File: config.mk
export PLATFORM = sky130hd
export DESIGN_NAME = calc_seq
export DESIGN_NICKNAME = d
export VERILOG_FILES = /design/src/rtl/calc_seq.sv
export SDC_FILE = /design/constraint.sdc
export NUM_CORES = 2
export LEC_CHECK = 0
export CORE_ASPECT_RATIO = 1.25
export CORE_MARGIN = 2
export CORE_UTILIZATION = 30
export DETAILED_ROUTE_END_ITERATION = 10
export DONT_BUFFER_PORTS = 1
export SLEW_MARGIN = 5
export SYNTH_ARGS = -nofsm -noshare
export SYNTH_HDL_FRONTEND = slang
export SYNTH_SLANG_ARGS = --single-unit
File: constraint.sdc
create_clock -name clock -period 35.1 [get_ports clock]
set_input_delay 5.265 -clock clock [delete_from_list [all_inputs] [get_ports clock]]
set_output_delay 5.265 -clock clock [all_outputs]
set_load 0.05 [all_outputs]
File: src/rtl/calc_seq.sv
// Sequential decimal calculator: keypad-style digit/operator entry, multi-cycle
// shift-add multiply and restoring divide, and a scanned BCD digit display.
module calc_seq #(
  parameter int NDIG = 8,
  parameter int W    = 27
) (
  input  logic       clock,
  input  logic       reset,
  input  logic [3:0] cmd,
  input  logic       cmd_valid,
  output logic [1:0] status,
  output logic [3:0] data,
  output logic [3:0] pos,
  output logic       neg
);

  localparam int CW = $clog2(W + 1);

  localparam logic [3:0] CMD_ADD = 4'hA;
  localparam logic [3:0] CMD_SUB = 4'hB;
  localparam logic [3:0] CMD_MUL = 4'hC;
  localparam logic [3:0] CMD_DIV = 4'hD;
  localparam logic [3:0] CMD_EQ  = 4'hE;
  localparam logic [3:0] CMD_BS  = 4'hF;

  localparam logic [3:0] POS_LAST = 4'(NDIG - 1);

  function automatic logic [2*W-1:0] pow10(input int unsigned n);
    logic [2*W-1:0] p;
    p = (2*W)'(1);
    for (int unsigned i = 0; i < n; i++)
      p = (p << 3) + (p << 1);
    return p;
  endfunction

  localparam logic [2*W-1:0] LIMIT = pow10(NDIG);

  typedef enum logic [2:0] {
    ENTRY_A,
    ENTRY_B,
    EXEC,
    SHOW,
    ERR
  } state_t;

  state_t state, state_nxt;

  logic [W-1:0]   digits, rega, regb;
  logic [3:0]     op;
  logic [CW-1:0]  cnt;
  logic [2*W-1:0] acc, wa;
  logic [W-1:0]   wb;

  logic           accept, is_digit, is_op, is_eq, is_bs;
  logic [2*W-1:0] digits_ext, digit_cand;
  logic           digit_ok;
  logic [2*W-1:0] mul_acc_nxt;
  logic [W:0]     rem_sh, rem_nxt;
  logic           rem_ge;
  logic [W-1:0]   quo_nxt;
  logic           a_lt_b;
  logic [2*W-1:0] result;
  logic           exec_last, div_zero, overflow;
  logic [4*NDIG-1:0] bcd;

  always_comb begin
    accept     = cmd_valid && (state == ENTRY_A || state == ENTRY_B);
    is_digit   = (cmd <= 4'd9);
    is_op      = (cmd >= CMD_ADD) && (cmd <= CMD_DIV);
    is_eq      = (cmd == CMD_EQ);
    is_bs      = (cmd == CMD_BS);
    digits_ext = (2*W)'(digits);
    digit_cand = (digits_ext << 3) + (digits_ext << 1) + (2*W)'(cmd);
    digit_ok   = (digit_cand < LIMIT);
  end

  // Multiply: acc accumulates wa (multiplicand shifted left) for each set LSB of wb.
  // Divide: acc[W:0] is the partial remainder, wb shifts dividend out / quotient in.
  always_comb begin
    mul_acc_nxt = acc + (wb[0] ? wa : '0);
    rem_sh      = {acc[W-1:0], wb[W-1]};
    rem_ge      = (rem_sh >= {1'b0, regb});
    rem_nxt     = rem_ge ? (rem_sh - {1'b0, regb}) : rem_sh;
    quo_nxt     = {wb[W-2:0], rem_ge};
    a_lt_b      = (rega < regb);
    unique case (op)
      CMD_ADD: result = (2*W)'(rega) + (2*W)'(regb);
      CMD_SUB: result = a_lt_b ? (2*W)'(regb - rega) : (2*W)'(rega - regb);
      CMD_MUL: result = mul_acc_nxt;
      default: result = (2*W)'(quo_nxt);
    endcase
    exec_last = !(op == CMD_MUL || op == CMD_DIV) || (cnt == CW'(W - 1));
    div_zero  = (op == CMD_DIV) && (regb == '0);
    overflow  = (result >= LIMIT);
  end

  always_comb begin
    state_nxt = state;
    unique case (state)
      ENTRY_A: if (accept && is_op) state_nxt = ENTRY_B;
      ENTRY_B: begin
        if (accept && is_op)      state_nxt = ERR;
        else if (accept && is_eq) state_nxt = EXEC;
      end
      EXEC: begin
        if (div_zero)       state_nxt = ERR;
        else if (exec_last) state_nxt = overflow ? ERR : SHOW;
      end
      SHOW:    if (pos == POS_LAST) state_nxt = ENTRY_A;
      default: state_nxt = ERR;
    endcase
  end

  always_ff @(posedge clock or posedge reset) begin
    if (reset) state <= ENTRY_A;
    else       state <= state_nxt;
  end

  always_ff @(posedge clock or posedge reset) begin
    if (reset) begin
      digits <= '0;
      rega   <= '0;
      regb   <= '0;
      op     <= '0;
      cnt    <= '0;
      acc    <= '0;
      wa     <= '0;
      wb     <= '0;
      pos    <= '0;
      neg    <= 1'b0;
    end else begin
      unique case (state)
        ENTRY_A, ENTRY_B: begin
          pos <= (pos == POS_LAST) ? '0 : pos + 4'd1;
          if (accept) begin
            if (is_digit) begin
              if (digit_ok) digits <= digit_cand[W-1:0];
            end else if (is_bs) begin
              digits <= digits / W'(10);
            end else if (is_op && state == ENTRY_A) begin
              rega   <= digits;
              op     <= cmd;
              digits <= '0;
              neg    <= 1'b0;
            end else if (is_eq && state == ENTRY_B) begin
              regb <= digits;
              cnt  <= '0;
              pos  <= '0;
              acc  <= '0;
              wa   <= (2*W)'(rega);
              wb   <= (op == CMD_DIV) ? rega : digits;
            end
          end
        end
        EXEC: begin
          cnt <= cnt + CW'(1);
          if (op == CMD_MUL) begin
            acc <= mul_acc_nxt;
            wa  <= wa << 1;
            wb  <= wb >> 1;
          end else if (op == CMD_DIV) begin
            acc <= (2*W)'(rem_nxt);
            wb  <= quo_nxt;
          end
          if (exec_last && !div_zero && !overflow) begin
            digits <= result[W-1:0];
            neg    <= (op == CMD_SUB) && a_lt_b;
          end
        end
        SHOW:    pos <= (pos == POS_LAST) ? '0 : pos + 4'd1;
        default: ;
      endcase
      if (state_nxt == ERR) begin
        digits <= '0;
        neg    <= 1'b0;
        pos    <= '0;
      end
    end
  end

  // Combinational double-dabble so data tracks digits within the same cycle.
  always_comb begin
    bcd = '0;
    for (int unsigned i = 0; i < W; i++) begin
      for (int unsigned j = 0; j < NDIG; j++)
        if (bcd[4*j +: 4] >= 4'd5) bcd[4*j +: 4] = bcd[4*j +: 4] + 4'd3;
      bcd = {bcd[4*NDIG-2:0], digits[W-1-i]};
    end
  end

  always_comb begin
    status = 2'b10;
    data   = '0;
    unique case (state)
      ENTRY_A, ENTRY_B: data = bcd[4*pos +: 4];
      SHOW: begin
        status = 2'b01;
        data   = bcd[4*pos +: 4];
      end
      EXEC:    status = 2'b01;
      default: status = 2'b00;
    endcase
  end

endmodule

; ---- Word level (Yosys, flattened, before mapping)
; Index checks and enable logic that the tools add are counted.
[totals]
regBits = 233
latchBits = 0
mem_bits_rw = 0
romBits = 0
out_inout_bits = 11
word_cells = 480
n_memories = 0
[op_classes]
n_addsub = 117
n_mul = 0
div_mod_pow = 1
order_cmp = 115
n_eq_ne = 26
shift = 1
muxes = 175
bitwise_logic = 3
n_reduce_logical = 31
[ops]
columns = cell, count
row1 = 54-bit 2-to-1 mux, 15
row2 = 4-bit 2-to-1 mux, 113
row3 = 27-bit 2-to-1 mux, 15
row4 = "4-bit by 3-bit >= comparator with 1-bit output, second input constant", 100
row5 = "4-bit by 2-bit adder with 4-bit output, second input constant", 98
row6 = 54-bit one-hot mux with 2 select lines, 2
row7 = 54-bit one-hot mux with 3 select lines, 1
row8 = 27-bit one-hot mux with 2 select lines, 2
row9 = 27-bit by 27-bit subtractor with 28-bit output, 2
row10 = 54-bit adder, 1
row11 = "54-bit by 27-bit >= comparator with 1-bit output, second input constant", 1
row12 = 31-bit by 4-bit adder with 32-bit output, 1
row13 = "32-bit by 27-bit < comparator with 1-bit output, second input constant", 1
row14 = 32-bit by 7-bit indexed part select with 4-bit output, 1
row15 = 30-bit by 28-bit adder with 31-bit output, 1
row16 = 3-bit 2-to-1 mux, 10
row17 = 27-bit by 27-bit adder with 28-bit output, 1
row18 = "3-bit by 2-bit adder with 4-bit output, second input constant", 7
row19 = 28-bit by 27-bit >= comparator with 1-bit output, 1
row20 = 28-bit 2-to-1 mux, 1
row21 = 28-bit by 27-bit subtractor with 28-bit output, 1
row22 = "27-bit by 4-bit divider with 27-bit output, second input constant", 1
row23 = 27-bit logical NOT, 1
row24 = 27-bit < comparator, 1
row25 = other kinds (35), 91

; ---- Logic depth before layout (Yosys ltp)
[logic_depth]
ltp_word = 50
mapped_depth = 131

; ---- Least setup slack after synthesis
; OpenSTA, ideal clock, no wires.
[synth_timing]
kind = reg-to-output
startpoint = register digits[25]
endpoint = output data[3]
t_arrival_ns = 22.911
path_slack_ns = 6.924
stages_incl_launch_ff = 119
cell_sequence = dfrtp_1 > buf_2 > buf_6 > clkbuf_1 > inv_1 > ha_1 > buf_2 > o21ai_0 > nor2_1 > nor2_1 > ha_1 > nor2_1 > o21ai_0 > xnor2_1 > ha_1 > nand2b_1 > a21boi_0 > xnor2_1 > [83 not listed] > nor2b_1 > o21ai_0 > xnor2_1 > inv_1 > ha_1 > nor2b_1 > o21ai_0 > xor2_1 > inv_1 > ha_1 > nor2b_1 > o21a_1 > a311oi_1 > inv_1 > ha_1 > mux2_2 > mux4_2 > a211oi_1
[synth_between]
elab_chain_cells = 50
word_cells_on_any_way = 326
cone_classes = add/sub: 108 / order compare: 108 / shift: 1 / mux: 109
[synth_lines]
columns = item, line
row1 = from (decl), 48  ; logic [W-1:0] digits, rega, regb;
row2 = from (signal assigned), 137  ; if (digit_ok) digits <= digit_cand[W-1:0];
row3 = from (signal assigned), 139  ; digits <= digits / W'(10);
row4 = from (signal assigned), 166  ; digits <= result[W-1:0];
row5 = 3-bit by 2-bit adder with 4-bit output / 3-bit >= comparator (equally long branches), 186  ; if (bcd[4*j +: 4] >= 4'd5) bcd[4*j +: 4] = bcd[4*j +: 4] + 4'd3;
row6 = 4-bit 2-to-1 mux (*), 186
row7 = 4-bit by 2-bit adder with 4-bit output / 4-bit by 3-bit >= comparator with 1-bit output (equally long branches), 186
row8 = 4-bit 2-to-1 mux, 186
row9 = 4-bit by 3-bit >= comparator with 1-bit output / 4-bit by 2-bit adder with 4-bit output (equally long branches), 186
row10 = 4-bit 2-to-1 mux, 186
row11 = 4-bit by 2-bit adder with 4-bit output (tied with other cells), 186
row12 = 4-bit 2-to-1 mux, 186
row13 = [34 not listed], n/a
row14 = 4-bit by 2-bit adder with 4-bit output (tied with other cells), 186
row15 = 4-bit 2-to-1 mux / 3-bit 2-to-1 mux (equally long branches), 186
row16 = 4-bit by 2-bit adder with 4-bit output (tied with other cells), 186
row17 = 4-bit 2-to-1 mux / 3-bit 2-to-1 mux (equally long branches), 186
row18 = 4-bit by 2-bit adder with 4-bit output (tied with other cells), 186
row19 = 4-bit 2-to-1 mux / 3-bit 2-to-1 mux (equally long branches), 186
row20 = 32-bit by 7-bit indexed part select with 4-bit output (*), "195, 198"
row21 = 4-bit 2-to-1 mux (*), n/a
row22 = to (decl), 12  ; output logic [3:0] data,
; Every way passes the cells marked *; elsewhere a longest branch is shown, timed or not.

; ---- Worst setup path after layout
[layout_timing]
startpoint = register digits[25]
endpoint = output data[1]
; The elaborated chain is that of the path after synthesis.

==> run_results.csv <==
group,metric,value,unit
final_layout,area_growth,6.354,%
final_layout,seqCellArea,5831,sq um
cts,root_buffer,"clkbuf_16",
global_routing,grt_util_met1,21.74,%
cts,clock_sinks,233,
cts,cts_resized,0,
final_layout,drive_gt1_share,5.095,%
worst_setup_path,crit_top_cell,"ha_1",
final_layout,n_fill_cell,14950,
synth,synth_compound_area_share,29.99,%
worst_setup_path,crit_fanout,30,
final_layout,final_util,32.02,%
routing,drc,0,
place,place_ws,4479,ps
timing,fmax,0.03185,GHz
outcome,status,"completed",
synth,yosysUniqueCellTypes,134,
min_path,worstHoldStart,"wa[39]",
timing,skew,37.64,ps
global_routing,grt_pass1_wl,210000,um
worst_setup_path,setup.worst_path.start,"digits[25]",
routing,dr.pass1.iters,6,
final_layout,final_common_cell,"nand2_1",
synth,ys_ff_latch,233,
worst_setup_path,max_stage_delay,760,ps
routing,vias,41550,
routing,detail_route.wl_per_cell,17.27,um
synth,synth_mux_area_share,7.033,%
synth,netlist_area,41790,sq um
floorplan,design.die.area,142300,sq um
routing,routed_wl,128700,um
timing,final_hold_viol_count,0,
timing,setup_violations,0,
floorplan,io_pins,18,
floorplan,placementRows,153,
place,hpwlAfterDp,100400,um
worst_setup_path,critPathArrivalTime,26130,ps
pwr,p_leak,19.19,nW
cts,cts_tree,"done",
timing,min_period,31400,ps
final_layout,multiInputGateArea,33500,sq um
synth,syn_area_per_cell,7.251,sq um
cts,cts_hold_buf,0,
global_routing,grt_use_met3,1.164,%
min_path,holdCritPathClass,"flop to flop",
timing,slew_headroom,14.99,%
timing,tns,0,ps
synth,yosysWarnings,0,
worst_setup_path,crit_type,"flop to output port",
global_routing,grt_pass1_vias,40530,
worst_setup_path,required,29830,ps
synth,netlist_instances,5763,
cts,postCtsSetupBuffers,0,
timing,rsz0062_at_grt,"no",
synth,synth_area_leaders,"dfrtp_1, ha_1, a21oi_1",
worst_setup_path,timing.rr.start,"digits[25]",
global_routing,antenna_found_initial,0,
routing,postRouteAntennaNets,0,
synth,mappedNetlistNets,6210,
timing,worst_slack,3705,ps
synth,ys_seq_area_share,13.95,%
worst_setup_path,crit_cells,118,
worst_setup_path,worst-path-buf-inv,20,
final_layout,layout_common_cells,"nand2_1, nor2_1, a21oi_1",
floorplan,start_util,30.11,%
timing,fin_crit_sh,89.44,%
final_layout,antennaDiodeCount,0,
synth,synthSimpleGateAreaFrac,22.80,%
global_routing,globalRouteOverflowTotal,0,
synth,synth_top_area_share,13.95,%
cts,numCtsBuffers,26,
cts,clockBufferDepth,3,
floorplan,die_h,421.3,um
synth,ys.flop_type,"dfrtp_1",
worst_setup_path,cp-end-kind,"output port",
timing,worst_pin_slew,1263,ps
global_routing,track_usage,17.51,%
min_path,holdPathStages,2,
synth,synth-edff-count,0,
synth,synthAdderAreaFrac,13.49,%
routing,vias_per_cell,5.574,
floorplan,die_w,337.8,um
worst_setup_path,slowest_stage,"nor2b_1",
cts,cts.clk_slew.worst_paths,60,ps
worst_setup_path,ff2ff_path_depth,57,
pwr,vdd_drop_max,0.02278,mV
cts,clk_latency,580,ps
place,place_congestion,0.9012,
pwr,cellPowerDensity,13.23,nW/um^2
synth,synthXorXnorAreaFrac,6.635,%
timing,slew_viol_final,0,
worst_setup_path,start_kind,"flop",
routing,drtIter0Drc,2856,
worst_setup_path,cp_top_family,"compound AO/OA/AOI/OAI gates",
floorplan,core_area,138800,sq um
synth,async_flop_share,100.0,%
synth,yosys.area.top_type,"dfrtp_1",
job,maxCapViolCount,0,
cts,h-tree-depth,1,
global_routing,grt_max_degree,149,
global_routing,busiest_layer,"met2",
place,port_buffers,0,
synth,synth_top_family_by_area,"compound AO/OA/AOI/OAI gates",
global_routing,gr-usage-met2,32.11,%
final_layout,final_nets,6023,
==> layer usage <==
metal | routed length, um | share of wire (%) | vias to the layer above
met5 | 0 | 0 | -
met4 | 3303 | 2.6 | 0
met3 | 4634 | 3.6 | 156
met2 | 65170 | 51 | 824
met1 | 55640 | 43 | 20100
li1 | - | - | 20480
==> worst paths after layout <==
| path | slack [ps] | to |
|---|---|---|
| max in group asynchronous | 29110 | wb[2] |
| worst min register to register | 480 | wa[39] |
| worst max-delay path | 3700 | data[1] |
| worst max register to register | 11480 | digits[0] |
| min in group asynchronous | 4620 | wa[23] |
| worst min-delay path | 480 | wa[39] |
==> where the power goes <==
| group | total, W | switching, W | internal (W) |
|---|---|---|---|
| registers | 0.000268 | 0 | 0.000268 |
| logic | 0.00000887 | 0.00000762 | 0.00000123 |
| clock network | 0.000311 | 0.000126 | 0.000185 |
==> cell type report <==
class | count | area share, %
clock inverters | 12 | 0.4533
repair buffers | 51 | 0.8896
flip-flops and latches | 233 | 13.12
well taps | 1860 | 5.236
clock buffers | 34 | 1.667
inverters | 383 | 3.252
multi-input cells | 4881 | 75.38
==> sequential cells by signal (all words and copies together), names as in the netlist <==
register,flops
cnt,5
acc,54
op,4
pos,4
neg,1
regb,27
rega,27
digits,27
wa,54
state,3
wb,27
==> worst min-delay path, cell delays in order (launching register included) <==
cell     delay [ps]
dfrtp_1         350
nand2_1          50
nand2_1          50
==> logic make-up after synthesis <==
logic type / after synthesis
fa+ha+maj: 448
compound gates: 1880
simple gates: 1958
xor+xnor: 314
buf+inv: 649
mux: 281
flops: 233
==> cells in the mapped netlist (all sizes together), types with 25 or more instances <==
library cell	instances
nand2	597
nor2	527
a21oi	496
o21ai	475
ha	433
inv	378
mux2i	243
xnor2	239
dfrtp	233
clkbuf	187
nor3	160
nand3	124
o21bai	109
nand2b	104
and2	99
a21o	90
buf	79
xor2	75
a31oi	72
nor2b	69
a211oi	68
o211ai	57
nand4	46
a21boi	42
nor4	42
o21a	42
a221oi	39
or3	37
a22o	35
or2	34
mux2	31
a211o	29
and3	29
o31ai	26
o22ai	25
==> through the flow <==
stage          hold slack [ps]  area (sq um)   power, W  cells
6_report                 484.2         44440  0.0005881   7454
4_1_cts                  491.3         44440  0.0005950   7454
5_1_grt                  512.0         44440  0.0006040   7454
3_3_place_gp             452.7         43500  0.0002828   7408
3_5_place_dp             477.2         43500  0.0002828   7408
2_1_floorplan            438.6         41790  0.0002795   5763
Note: power is estimated with default switching activity, not from simulation.
